File: src/rtl/mmu_ls_unit_if.sv
// Bundle of the op, register-file, memory and status signals of the load/store unit.
// Latency: none, wires only.
// Backpressure: op_ready and mem_req_ready carry the valid/ready stalls.
interface mmu_ls_unit_if #(
    parameter int DATA_W = 32,
    parameter int LOC_AW = 4
);
    // decoded op channel
    logic              op_valid;
    logic              op_ready;
    logic              op_ld;
    logic              op_st;
    logic [3:0]        op_reg_addr;
    logic [LOC_AW-1:0] op_loc_addr;

    // register file side
    logic [3:0]        rf_rd_addr;
    logic [DATA_W-1:0] rf_rd_data;
    logic              rf_wr_en;
    logic [3:0]        rf_wr_addr;
    logic [DATA_W-1:0] rf_wr_data;

    // memory-location store side
    logic              mem_req_valid;
    logic              mem_req_ready;
    logic              mem_we;
    logic [LOC_AW-1:0] mem_addr;
    logic [DATA_W-1:0] mem_wdata;
    logic              mem_rsp_valid;
    logic [DATA_W-1:0] mem_rdata;

    // completion status to the control path
    logic              done;
    logic              err;
    logic              busy;

    // environment side: decoder, register file and memory
    modport master (
        output op_valid, op_ld, op_st, op_reg_addr, op_loc_addr,
        input  op_ready,
        input  rf_rd_addr, rf_wr_en, rf_wr_addr, rf_wr_data,
        output rf_rd_data,
        input  mem_req_valid, mem_we, mem_addr, mem_wdata,
        output mem_req_ready, mem_rsp_valid, mem_rdata,
        input  done, err, busy
    );

    // load/store unit side
    modport slave (
        input  op_valid, op_ld, op_st, op_reg_addr, op_loc_addr,
        output op_ready,
        output rf_rd_addr, rf_wr_en, rf_wr_addr, rf_wr_data,
        input  rf_rd_data,
        output mem_req_valid, mem_we, mem_addr, mem_wdata,
        input  mem_req_ready, mem_rsp_valid, mem_rdata,
        output done, err, busy
    );
endinterface

File: src/rtl/mmu_ls_unit.sv
// Load/store stage: moves one word between register file and memory-location store per decoded op.
// Latency: accept to done = 1 (invalid op), 4 + request stall + response wait (load or store).
// Backpressure: op_ready only in IDLE, one op in flight; request held until mem_req_ready, response wait bounded by TIMEOUT.
module mmu_ls_unit #(
    parameter int DATA_W  = 32,
    parameter int LOC_AW  = 4,
    parameter int TIMEOUT = 255
) (
    input  logic         clk,
    input  logic         rst,
    mmu_ls_unit_if.slave bus
);

    typedef enum logic [2:0] {
        S_IDLE,
        S_RF_READ,
        S_MEM_REQ,
        S_MEM_WAIT,
        S_WRITEBACK,
        S_FINISH
    } state_t;

    // Wait counter value on the last MEM_WAIT cycle that may still accept a response.
    localparam logic [7:0] WAIT_LAST = 8'(TIMEOUT - 1);

    state_t            state;

    // latched op fields
    logic              lat_ld;
    logic [3:0]        lat_reg;

    // cycles spent in MEM_WAIT without a response
    logic [7:0]        wait_cnt;

    // registered outputs
    logic [3:0]        rf_rd_addr_q;
    logic              rf_wr_en_q;
    logic [3:0]        rf_wr_addr_q;
    logic [DATA_W-1:0] rf_wr_data_q;
    logic              mem_req_valid_q;
    logic              mem_we_q;
    logic [LOC_AW-1:0] mem_addr_q;
    logic [DATA_W-1:0] mem_wdata_q;
    logic              done_q;
    logic              err_q;

    // Op sequencing: every output is a register or a direct decode of the state register.
    always_ff @(posedge clk) begin
        if (rst) begin
            state           <= S_IDLE;
            lat_ld          <= 1'b0;
            lat_reg         <= '0;
            wait_cnt        <= '0;
            rf_rd_addr_q    <= '0;
            rf_wr_en_q      <= 1'b0;
            rf_wr_addr_q    <= '0;
            rf_wr_data_q    <= '0;
            mem_req_valid_q <= 1'b0;
            mem_we_q        <= 1'b0;
            mem_addr_q      <= '0;
            mem_wdata_q     <= '0;
            done_q          <= 1'b0;
            err_q           <= 1'b0;
        end else begin
            // single-cycle strobes fall unless re-armed below
            rf_wr_en_q <= 1'b0;
            done_q     <= 1'b0;
            err_q      <= 1'b0;

            case (state)
                S_IDLE: begin
                    if (bus.op_valid) begin
                        lat_ld  <= bus.op_ld;
                        lat_reg <= bus.op_reg_addr;
                        if (bus.op_ld) begin
                            // load wins when both flags are set
                            mem_addr_q      <= bus.op_loc_addr;
                            mem_we_q        <= 1'b0;
                            mem_req_valid_q <= 1'b1;
                            state           <= S_MEM_REQ;
                        end else if (bus.op_st) begin
                            // store first fetches its source register
                            mem_addr_q   <= bus.op_loc_addr;
                            rf_rd_addr_q <= bus.op_reg_addr;
                            state        <= S_RF_READ;
                        end else begin
                            // neither flag: report the op as bad without touching memory
                            done_q <= 1'b1;
                            err_q  <= 1'b1;
                            state  <= S_FINISH;
                        end
                    end
                end

                S_RF_READ: begin
                    mem_wdata_q     <= bus.rf_rd_data;
                    mem_we_q        <= 1'b1;
                    mem_req_valid_q <= 1'b1;
                    state           <= S_MEM_REQ;
                end

                S_MEM_REQ: begin
                    // request fields stay frozen until memory takes them; no timeout here
                    if (bus.mem_req_ready) begin
                        mem_req_valid_q <= 1'b0;
                        wait_cnt        <= '0;
                        state           <= S_MEM_WAIT;
                    end
                end

                S_MEM_WAIT: begin
                    // a response on the final allowed cycle still counts
                    if (bus.mem_rsp_valid) begin
                        if (lat_ld) begin
                            rf_wr_data_q <= bus.mem_rdata;
                            rf_wr_addr_q <= lat_reg;
                            rf_wr_en_q   <= 1'b1;
                            state        <= S_WRITEBACK;
                        end else begin
                            done_q <= 1'b1;
                            state  <= S_FINISH;
                        end
                    end else begin
                        wait_cnt <= wait_cnt + 8'd1;
                        if (wait_cnt == WAIT_LAST) begin
                            done_q <= 1'b1;
                            err_q  <= 1'b1;
                            state  <= S_FINISH;
                        end
                    end
                end

                S_WRITEBACK: begin
                    done_q <= 1'b1;
                    state  <= S_FINISH;
                end

                S_FINISH: begin
                    state <= S_IDLE;
                end

                default: begin
                    state <= S_IDLE;
                end
            endcase
        end
    end

    assign bus.op_ready      = (state == S_IDLE);
    assign bus.busy          = (state != S_IDLE);
    assign bus.rf_rd_addr    = rf_rd_addr_q;
    assign bus.rf_wr_en      = rf_wr_en_q;
    assign bus.rf_wr_addr    = rf_wr_addr_q;
    assign bus.rf_wr_data    = rf_wr_data_q;
    assign bus.mem_req_valid = mem_req_valid_q;
    assign bus.mem_we        = mem_we_q;
    assign bus.mem_addr      = mem_addr_q;
    assign bus.mem_wdata     = mem_wdata_q;
    assign bus.done          = done_q;
    assign bus.err           = err_q;

endmodule
File: src/flat_wrapper.sv
// flat-port wrapper written by rule: the top's interface ports become plain ports
module mmu_ls_unit_flat 
#(
    parameter int DATA_W  = 32,
    parameter int LOC_AW  = 4,
    parameter int TIMEOUT = 255
)
  (clk, rst, bus_op_valid, bus_op_ld, bus_op_st, bus_op_reg_addr, bus_op_loc_addr, bus_op_ready, bus_rf_rd_addr, bus_rf_wr_en, bus_rf_wr_addr, bus_rf_wr_data, bus_rf_rd_data, bus_mem_req_valid, bus_mem_we, bus_mem_addr, bus_mem_wdata, bus_mem_req_ready, bus_mem_rsp_valid, bus_mem_rdata, bus_done, bus_err, bus_busy);
  mmu_ls_unit_if #(.DATA_W(DATA_W), .LOC_AW(LOC_AW)) bus_i ();
  input  logic clk;
  input  logic rst;
  input wire logic [$bits(bus_i.op_valid)-1:0] bus_op_valid;
  input wire logic [$bits(bus_i.op_ld)-1:0] bus_op_ld;
  input wire logic [$bits(bus_i.op_st)-1:0] bus_op_st;
  input wire logic [$bits(bus_i.op_reg_addr)-1:0] bus_op_reg_addr;
  input wire logic [$bits(bus_i.op_loc_addr)-1:0] bus_op_loc_addr;
  output wire logic [$bits(bus_i.op_ready)-1:0] bus_op_ready;
  output wire logic [$bits(bus_i.rf_rd_addr)-1:0] bus_rf_rd_addr;
  output wire logic [$bits(bus_i.rf_wr_en)-1:0] bus_rf_wr_en;
  output wire logic [$bits(bus_i.rf_wr_addr)-1:0] bus_rf_wr_addr;
  output wire logic [$bits(bus_i.rf_wr_data)-1:0] bus_rf_wr_data;
  input wire logic [$bits(bus_i.rf_rd_data)-1:0] bus_rf_rd_data;
  output wire logic [$bits(bus_i.mem_req_valid)-1:0] bus_mem_req_valid;
  output wire logic [$bits(bus_i.mem_we)-1:0] bus_mem_we;
  output wire logic [$bits(bus_i.mem_addr)-1:0] bus_mem_addr;
  output wire logic [$bits(bus_i.mem_wdata)-1:0] bus_mem_wdata;
  input wire logic [$bits(bus_i.mem_req_ready)-1:0] bus_mem_req_ready;
  input wire logic [$bits(bus_i.mem_rsp_valid)-1:0] bus_mem_rsp_valid;
  input wire logic [$bits(bus_i.mem_rdata)-1:0] bus_mem_rdata;
  output wire logic [$bits(bus_i.done)-1:0] bus_done;
  output wire logic [$bits(bus_i.err)-1:0] bus_err;
  output wire logic [$bits(bus_i.busy)-1:0] bus_busy;
  assign bus_i.op_valid = bus_op_valid;
  assign bus_i.op_ld = bus_op_ld;
  assign bus_i.op_st = bus_op_st;
  assign bus_i.op_reg_addr = bus_op_reg_addr;
  assign bus_i.op_loc_addr = bus_op_loc_addr;
  assign bus_op_ready = bus_i.op_ready;
  assign bus_rf_rd_addr = bus_i.rf_rd_addr;
  assign bus_rf_wr_en = bus_i.rf_wr_en;
  assign bus_rf_wr_addr = bus_i.rf_wr_addr;
  assign bus_rf_wr_data = bus_i.rf_wr_data;
  assign bus_i.rf_rd_data = bus_rf_rd_data;
  assign bus_mem_req_valid = bus_i.mem_req_valid;
  assign bus_mem_we = bus_i.mem_we;
  assign bus_mem_addr = bus_i.mem_addr;
  assign bus_mem_wdata = bus_i.mem_wdata;
  assign bus_i.mem_req_ready = bus_mem_req_ready;
  assign bus_i.mem_rsp_valid = bus_mem_rsp_valid;
  assign bus_i.mem_rdata = bus_mem_rdata;
  assign bus_done = bus_i.done;
  assign bus_err = bus_i.err;
  assign bus_busy = bus_i.busy;
  mmu_ls_unit #(.DATA_W(DATA_W), .LOC_AW(LOC_AW), .TIMEOUT(TIMEOUT)) u_core (.clk(clk), .rst(rst), .bus(bus_i));
endmodule
File: config.mk
export PLATFORM = sky130hd
export DESIGN_NAME = mmu_ls_unit_flat
export DESIGN_NICKNAME = d
export VERILOG_FILES = /design/src/rtl/mmu_ls_unit_if.sv /design/src/rtl/mmu_ls_unit.sv /design/src/flat_wrapper.sv
export SDC_FILE = /design/constraint.sdc
export NUM_CORES = 1
export LEC_CHECK = 0
export CORE_ASPECT_RATIO = 0.6
export CORE_MARGIN = 4
export CORE_UTILIZATION = 40
export CTS_CLUSTER_DIAMETER = 150
export CTS_CLUSTER_SIZE = 14
export DETAILED_ROUTE_END_ITERATION = 8
export GPL_TIMING_DRIVEN = 0
export PLACE_DENSITY = 0.87
export SLEW_MARGIN = 20
export SYNTH_ARGS = -nofsm -noshare
export SYNTH_HDL_FRONTEND = slang
export SYNTH_SLANG_ARGS = --single-unit
File: constraint.sdc
create_clock -name clk -period 3.5 [get_ports clk]
set_clock_uncertainty 0.15 [all_clocks]
set_input_delay 1.05 -clock clk [delete_from_list [all_inputs] [get_ports clk]]
set_output_delay 1.05 -clock clk [all_outputs]
set_load 0.01 [all_outputs]
### After elaboration in Yosys (flattened, before gate mapping)

Cells that the tools add are included.

* mux-type cells: 30
* reduce and logical (&&, ||, !) cells: 15
* add/sub/neg operators: 1
* equality and inequality tests: 10
* bitwise gates (word level): 3

Operators with widths (number)
* 2-to-1 mux 3 bit: 6
* 2-to-1 mux 8 bit: 2
* one-hot mux 8 bit (2 select lines): 1
* one-hot mux 3 bit (5 select lines): 1
* AND reduction 3 bit: 5
* 2-to-1 mux 1 bit: 14
* adder 8 x 1 -> 8 bit, second input constant: 1
* equality test 8 bit, second input constant: 1
* 2-to-1 mux 4 bit: 2
* != test 2 bit, second input constant: 4
* AND reduction 4 bit: 2
* equality test 3 x 2 -> 1 bit, second input constant: 2
* one-hot mux 1 bit (3 select lines): 2
* nonzero test 2 bit: 3
* nonzero test 3 bit: 2
* one-hot mux 1 bit (2 select lines): 2
* equality test 3 x 1 -> 1 bit, second input constant: 1
* equality test 3 bit, second input constant: 1
* zero test 3 bit: 1
* != test 3 x 2 -> 1 bit, second input constant: 1
* inverter 1 bit: 3
* OR reduction 3 bit: 1
* AND reduction 2 bit: 1

* word-level logic and storage cells: 73
* input bits: 79
* output and inout port bits: 83
* register bits after elaboration: 97

### Depth between registers and ports, before layout

Gate-level depths: netlist of run 1.

* word-level depth: 4
* depth in mapped cells: 7
* depth with buffers taken out: 5

### Worst setup path after synthesis of run 1

OpenSTA, ideal clock, no wires.

* path type: reg-to-output
* start point: reg u_core.state[2]
* end point: out bus_op_ready
* buffers on the path: 2
* arrival: 1.124 ns
* data required time: 2.300 ns
* cell stages (with the launch flop): 5
* setup slack: 1.176 ns
* cell sequence: dfxtp_1 -> buf_6 -> buf_2 -> or3_1 -> inv_1

* longest elaborated chain between the ends: 1

Ends and longest elaborated chain
* start: declaration: line mmu_ls_unit.sv:26 `state_t state;`
* start signal: assignment: line mmu_ls_unit.sv:50 `state <= S_IDLE;`
* start signal: assignment: line mmu_ls_unit.sv:80 `state <= S_MEM_REQ;`
* start signal: assignment: line mmu_ls_unit.sv:85 `state <= S_RF_READ;`
* zero test 3 bit: line mmu_ls_unit.sv:149 `assign bus.op_ready = (state == S_IDLE);`
* end: declaration: line flat_wrapper.sv:17 `output wire logic [$bits(bus_i.op_ready)-1:0] bus_op_ready;`

No other way between the ends.

### Worst setup path after layout of run 1

Ends and elaborated chain as after synthesis.

==> results.cfg, run 1 <==
[routing]
drc = 0
num_vias = 3693
routed_via_density = 5.01
wire_per_inst_um = 14.8
ant_nets = 0
wirelength_um = 10900
first_pass_iters = 4
drtIter0Drc = 144

[grt]
met3_usage_pct = 10.5
grt_max_degree = 16
antenna_found_initial = 0
overflow = 0
grt_pass1_vias = 3636
grt_pass1_wl_um = 18300
met1_usage_pct = 25.0
use_met2_pct = 30.5
grt_usage_pct = 20.0
grt_most_used_layer = met2

[timing]
fin_crit_ns = 3.20
rsz0062_at_grt = false
setup-violations-final = 0
hold_slack_ns = 0.304
worst_pin_slew_ns = 0.676
finalMaxSlewViolations = 0
tns_ns = 0
maxSlewHeadroom_pct = 54.7
timing.final.crit_share_pct = 91.4
hold_viol = 0
max_clock_freq_mhz = 313

[floorplan]
initial_core_util_pct = 42.5
die_width_um = 133
ios = 162
dieArea_um2 = 11000
die_h_um = 82.9
rows = 26
core_area_um2 = 8780

[synth]
synth_nets = 531
syn-instance-count = 450
ys_ff_latch = 97
synth_area_leader_cell = dfxtp_1
synth_edf_count = 0
synth.top_cell.area_share_pct = 52.0
async_flop_share_pct = 0
synthDistinctLibCells = 46
avgSynthCellArea_um2 = 8.31
synth-warning-count = 0
synthMostInstantiatedCell = nand2_1
ys_top_cells_by_area = dfxtp_1, nand2_1, a21oi_1, mux2i_1, nor2_1
synth_common_cells = nand2_1, dfxtp_1, a21oi_1
synth_area_um2 = 3740
yosysSeqAreaShare_pct = 52.0
synth-main-ff-cell = dfxtp_1

[power_and_ir_drop]
p_per_area_nw_per_um2 = 449
leakage_nw = 2.04
ir_worst_vdd_mv = 0.322
power.total_mw = 2.59

[placed_design]
gp_congestion = 0.880
placed_cell_area_um2 = 5480
dp_hpwl_um = 8450
portBuffers = 160

[layout]
area_growth_pct = 54.5
design_area_um2 = 5770
diodes = 0
drive_gt1_share_pct = 6.24
nets = 702

[hold_path]
hp-class = flip-flop to flip-flop

[clocking]
clock_latency_ns = 0.33
cts_buffers = 9
ctsRootBufferMaster = clkbuf_16
htreeDepth = 3
clk_pin_slew_ns = 0.06
cts_tree = yes
clk_path_buf_depth = 2
postCtsSetupBuffers = 0
clock-sinks = 97
cts_resized = 0
ctsHoldBuffers = 0

[worst_setup_path]
cp_data_required_time_ns = 2.30
start_kind = flip-flop
critical_path_class = flip-flop to output port
crit_path_end_kind = output port
cp.arrival_ns = 2.00
cp_max_fo = 10

[status]
status = finished clean

[job]
drv_cap = 0
## report_power, final
| part | total, mW | internal [mW] | switching [mW] |
|---|---|---|---|
| registers | 1.18 | 1.15 | 0.0248 |
| logic | 0.451 | 0.237 | 0.214 |
| clock network | 0.963 | 0.568 | 0.395 |
## logic make-up (layout without fill, tap and decap cells)
family / after synthesis / after routing / synth area share [%]
simple gates: 199 / 199 / 23.5
compound gates: 99 / 99 / 15.0
flops: 97 / 97 / 52.0
buf+inv: 37 / 212 / 4.69
mux: 13 / 13 / 3.48
xor+xnor: 3 / 3 / 0.703
fa+ha+maj: 2 / 2 / 0.669
## cells in the final DEF (no fill, tap or decap), types with 2 or more instances in the layout
| cell | instances |
|---|---|
| clkinv_2 | 2 |
| buf_2 | 11 |
| nand2b_1 | 2 |
| or3_1 | 2 |
| inv_1 | 6 |
| clkbuf_16 | 9 |
| clkbuf_1 | 16 |
| ha_1 | 2 |
| nor2_1 | 25 |
| a21oi_1 | 75 |
| mux2i_1 | 13 |
| o31ai_1 | 2 |
| nor3_1 | 2 |
| clkdlybuf4s50_1 | 160 |
| nor2b_1 | 5 |
| o2111ai_1 | 3 |
| and2_1 | 2 |
| a211oi_1 | 3 |
| o21ai_0 | 5 |
| buf_6 | 2 |
| xor2_1 | 3 |
| nand4_1 | 2 |
| a2bb2oi_1 | 2 |
| and4_1 | 2 |
| nand2_1 | 142 |
| buf_4 | 2 |
| dfxtp_1 | 97 |
| nand3_1 | 3 |
## layout make-up
| cell class | count | area, um2 |
|---|---|---|
| Buffer | 31 | 153 |
| Multi-Input combinational cell | 316 | 1620 |
| Tap cell | 112 | 140 |
| Timing Repair Buffer | 160 | 1600 |
| Inverter | 6 | 22.5 |
| Clock inverter | 5 | 56.3 |
| Sequential cell | 97 | 1940 |
| Fill cell | 694 | 3010 |
| Clock buffer | 10 | 239 |
## path summary, 6_finish.rpt
path	startpoint	depth (start not counted)	slack, ns	endpoint
worst max-delay path	u_core.state[2]	5	0.30	bus_op_ready
worst min-delay path	u_core.bus.mem_wdata[26]	2	0.30	u_core.bus.mem_wdata[26]
worst max register to register	u_core.state[2]	4	1.54	u_core.bus.err
worst min register to register	u_core.bus.mem_wdata[26]	2	0.30	u_core.bus.mem_wdata[26]
## per-layer routing
layer  share of wire (%)  vias up
li1                    -     1841
met1                  44     1684
met2                  43      156
met3                  12       12
met4                 1.1        0
met5                   0        -
## per-stage QoR
stage,setup slack (ns),instances,util [%]
after floorplan,1.18,450,-
after global placement,0.456,722,62.4
after detailed placement,0.392,722,62.4
after CTS,0.289,737,65.7
after global routing,0.218,737,65.7
final,0.302,737,65.7
## worst max-delay path, stage by stage (launching register included)
cell             delay, ns
dfxtp_1               0.31
buf_6                 0.14
buf_2                 0.18
or3_1                 0.44
inv_1                 0.08
clkdlybuf4s50_1       0.53
(Power assumes the default switching activity.)
==> run 2, diff against run 1 <==
--- a/config.mk
+++ b/config.mk
@@ -5,14 +5,14 @@
 export SDC_FILE = /design/constraint.sdc
 export NUM_CORES = 1
 export LEC_CHECK = 0
-export CORE_ASPECT_RATIO = 0.6
+export CORE_ASPECT_RATIO = 0.8
 export CORE_MARGIN = 4
-export CORE_UTILIZATION = 40
+export CORE_UTILIZATION = 45
 export CTS_CLUSTER_DIAMETER = 150
 export CTS_CLUSTER_SIZE = 14
 export DETAILED_ROUTE_END_ITERATION = 8
 export GPL_TIMING_DRIVEN = 0
-export PLACE_DENSITY = 0.87
+export PLACE_DENSITY = 0.95
 export SLEW_MARGIN = 20
 export SYNTH_ARGS = -nofsm -noshare
 export SYNTH_HDL_FRONTEND = slang
==> run 2 against run 1 <==
  * Hold slack better by 0.0042 ns
  * Global-route usage up 2.1 points
  * Count of clock-buffer cells in the layout unchanged
  * Critical endpoint unchanged
  * Critical path type unchanged
  * Combinational power about the same
==> results.cfg, run 2 (synthesis results as in run 1) <==
[status]
status = finished clean

[timing]
max_clock_freq_mhz = 310
rsz0062_at_grt = false
finalMaxSlewViolations = 0
tns_ns = 0
fin_ws_ns = 0.276
setup-violations-final = 0
maxSlewHeadroom_pct = 60.4
hold_viol = 0
fin_crit_ns = 3.22
timing.final.crit_share_pct = 92.1
worst_pin_slew_ns = 0.591

[floorplan]
initial_core_util_pct = 46.6
die_h_um = 89.5
ios = 162
core_area_um2 = 8020
dieArea_um2 = 9840
rows = 29
die_width_um = 110

[job]
drv_cap = 0

[worst_setup_path]
crit_family = buffers and inverters
cp_max_fo = 10
cp_data_required_time_ns = 2.30
critPathBufInv = 4
critical_path_class = flip-flop to output port
crit_path_end_kind = output port
start_kind = flip-flop
crit_chain = buf_6 -> buf_2 -> or3_1 -> inv_1 -> clkdlybuf4s50_1
cp.arrival_ns = 2.02
max_stage_delay_ns = 0.56
cpMaxStageDelayCell = clkdlybuf4s50_1

[layout]
fillers = 633
mostFrequentLayoutCells = clkdlybuf4s50_1, nand2_1, dfxtp_1, a21oi_1, nor2_1
nets = 702
final_common_cell = clkdlybuf4s50_1
diodes = 0
area_growth_pct = 51.7
drive_gt1_share_pct = 6.23
fin_util_pct = 70.7

[routing]
drc = 0
drtIter0Drc = 256
num_vias = 3687
wirelength_um = 11000
routed_via_density = 5.02
ant_nets = 0
wire_per_inst_um = 14.9
first_pass_iters = 4

[grt]
grt_usage_pct = 22.2
antenna_found_initial = 0
grt_pass1_vias = 3653
grt_max_degree = 17
overflow = 0
grt_pass1_wl_um = 17100

[clocking]
cts_resized = 0
cts_tree = yes
clk_pin_slew_ns = 0.09
clk_path_buf_depth = 2
clock_latency_ns = 0.35
cts_buffers = 9
ctsRootBufferMaster = clkbuf_8
postCtsSetupBuffers = 0
htreeDepth = 3
ctsHoldBuffers = 0
clock-sinks = 97

[placed_design]
dp_hpwl_um = 8370
place_ws_ns = 0.474
gp_congestion = 0.836
portBuffers = 160

[power_and_ir_drop]
power.total_mw = 2.35
ir_worst_vdd_mv = 0.315
p_per_area_nw_per_um2 = 415
leakage_nw = 1.99

[hold_path]
hp-class = flip-flop to flip-flop
==> run 2: per-stage QoR <==
| step | cell area [um2] | std cells | hold WS (ns) |
|---|---|---|---|
| after CTS | 5670 | 734 | 0.310 |
| after floorplan | 3740 | 450 | 0.281 |
| after global placement | 5470 | 718 | 0.291 |
| after global routing | 5670 | 734 | 0.327 |
| final | 5670 | 734 | 0.308 |
| after detailed placement | 5470 | 718 | 0.298 |
==> run 2: worst paths after layout <==
path,from,end,slack [ns],depth (start not counted)
hold / removal,u_core.bus.mem_wdata[29],u_core.bus.mem_wdata[29],0.31,2
hold reg to reg,u_core.bus.mem_wdata[29],u_core.bus.mem_wdata[29],0.31,2
setup / recovery,u_core.state[2],bus_op_ready,0.28,5
setup reg to reg,u_core.state[2],u_core.bus.mem_addr[0],1.59,6
==> run 2: cell type report <==
class | count | area, um2 | area share (%)
Multi-Input combinational cell | 316 | 1620 | 28.6
Tap cell | 108 | 135 | 2.38
Buffer | 31 | 153 | 2.69
Clock buffer | 10 | 128 | 2.25
Inverter | 6 | 22.5 | 0.397
Timing Repair Buffer | 160 | 1600 | 28.2
Clock inverter | 6 | 67.6 | 1.19
Sequential cell | 97 | 1940 | 34.3
==> run 2: tightest hold or removal path, cell delays in order, from the launching register on <==
cell,delay [ns]
dfxtp_1,0.32
nand2_1,0.05
a21oi_1,0.05
==> run 2: layer usage <==
layer  up-vias  routed length [um]  share of wire (%)  track usage [%]
met5         -                   0                  0                0
met3         9                1040                9.5             7.87
met1      1705                4490                 41             26.2
met4         0                 112                1.0             7.36
met2       137                5300                 48             37.8
li1       1836                   -                  -                -
==> run 2: report_power, final <==
| group | internal (mW) | switching, mW |
|---|---|---|
| clock network | 0.334 | 0.391 |
| registers | 1.15 | 0.0242 |
| logic | 0.237 | 0.213 |
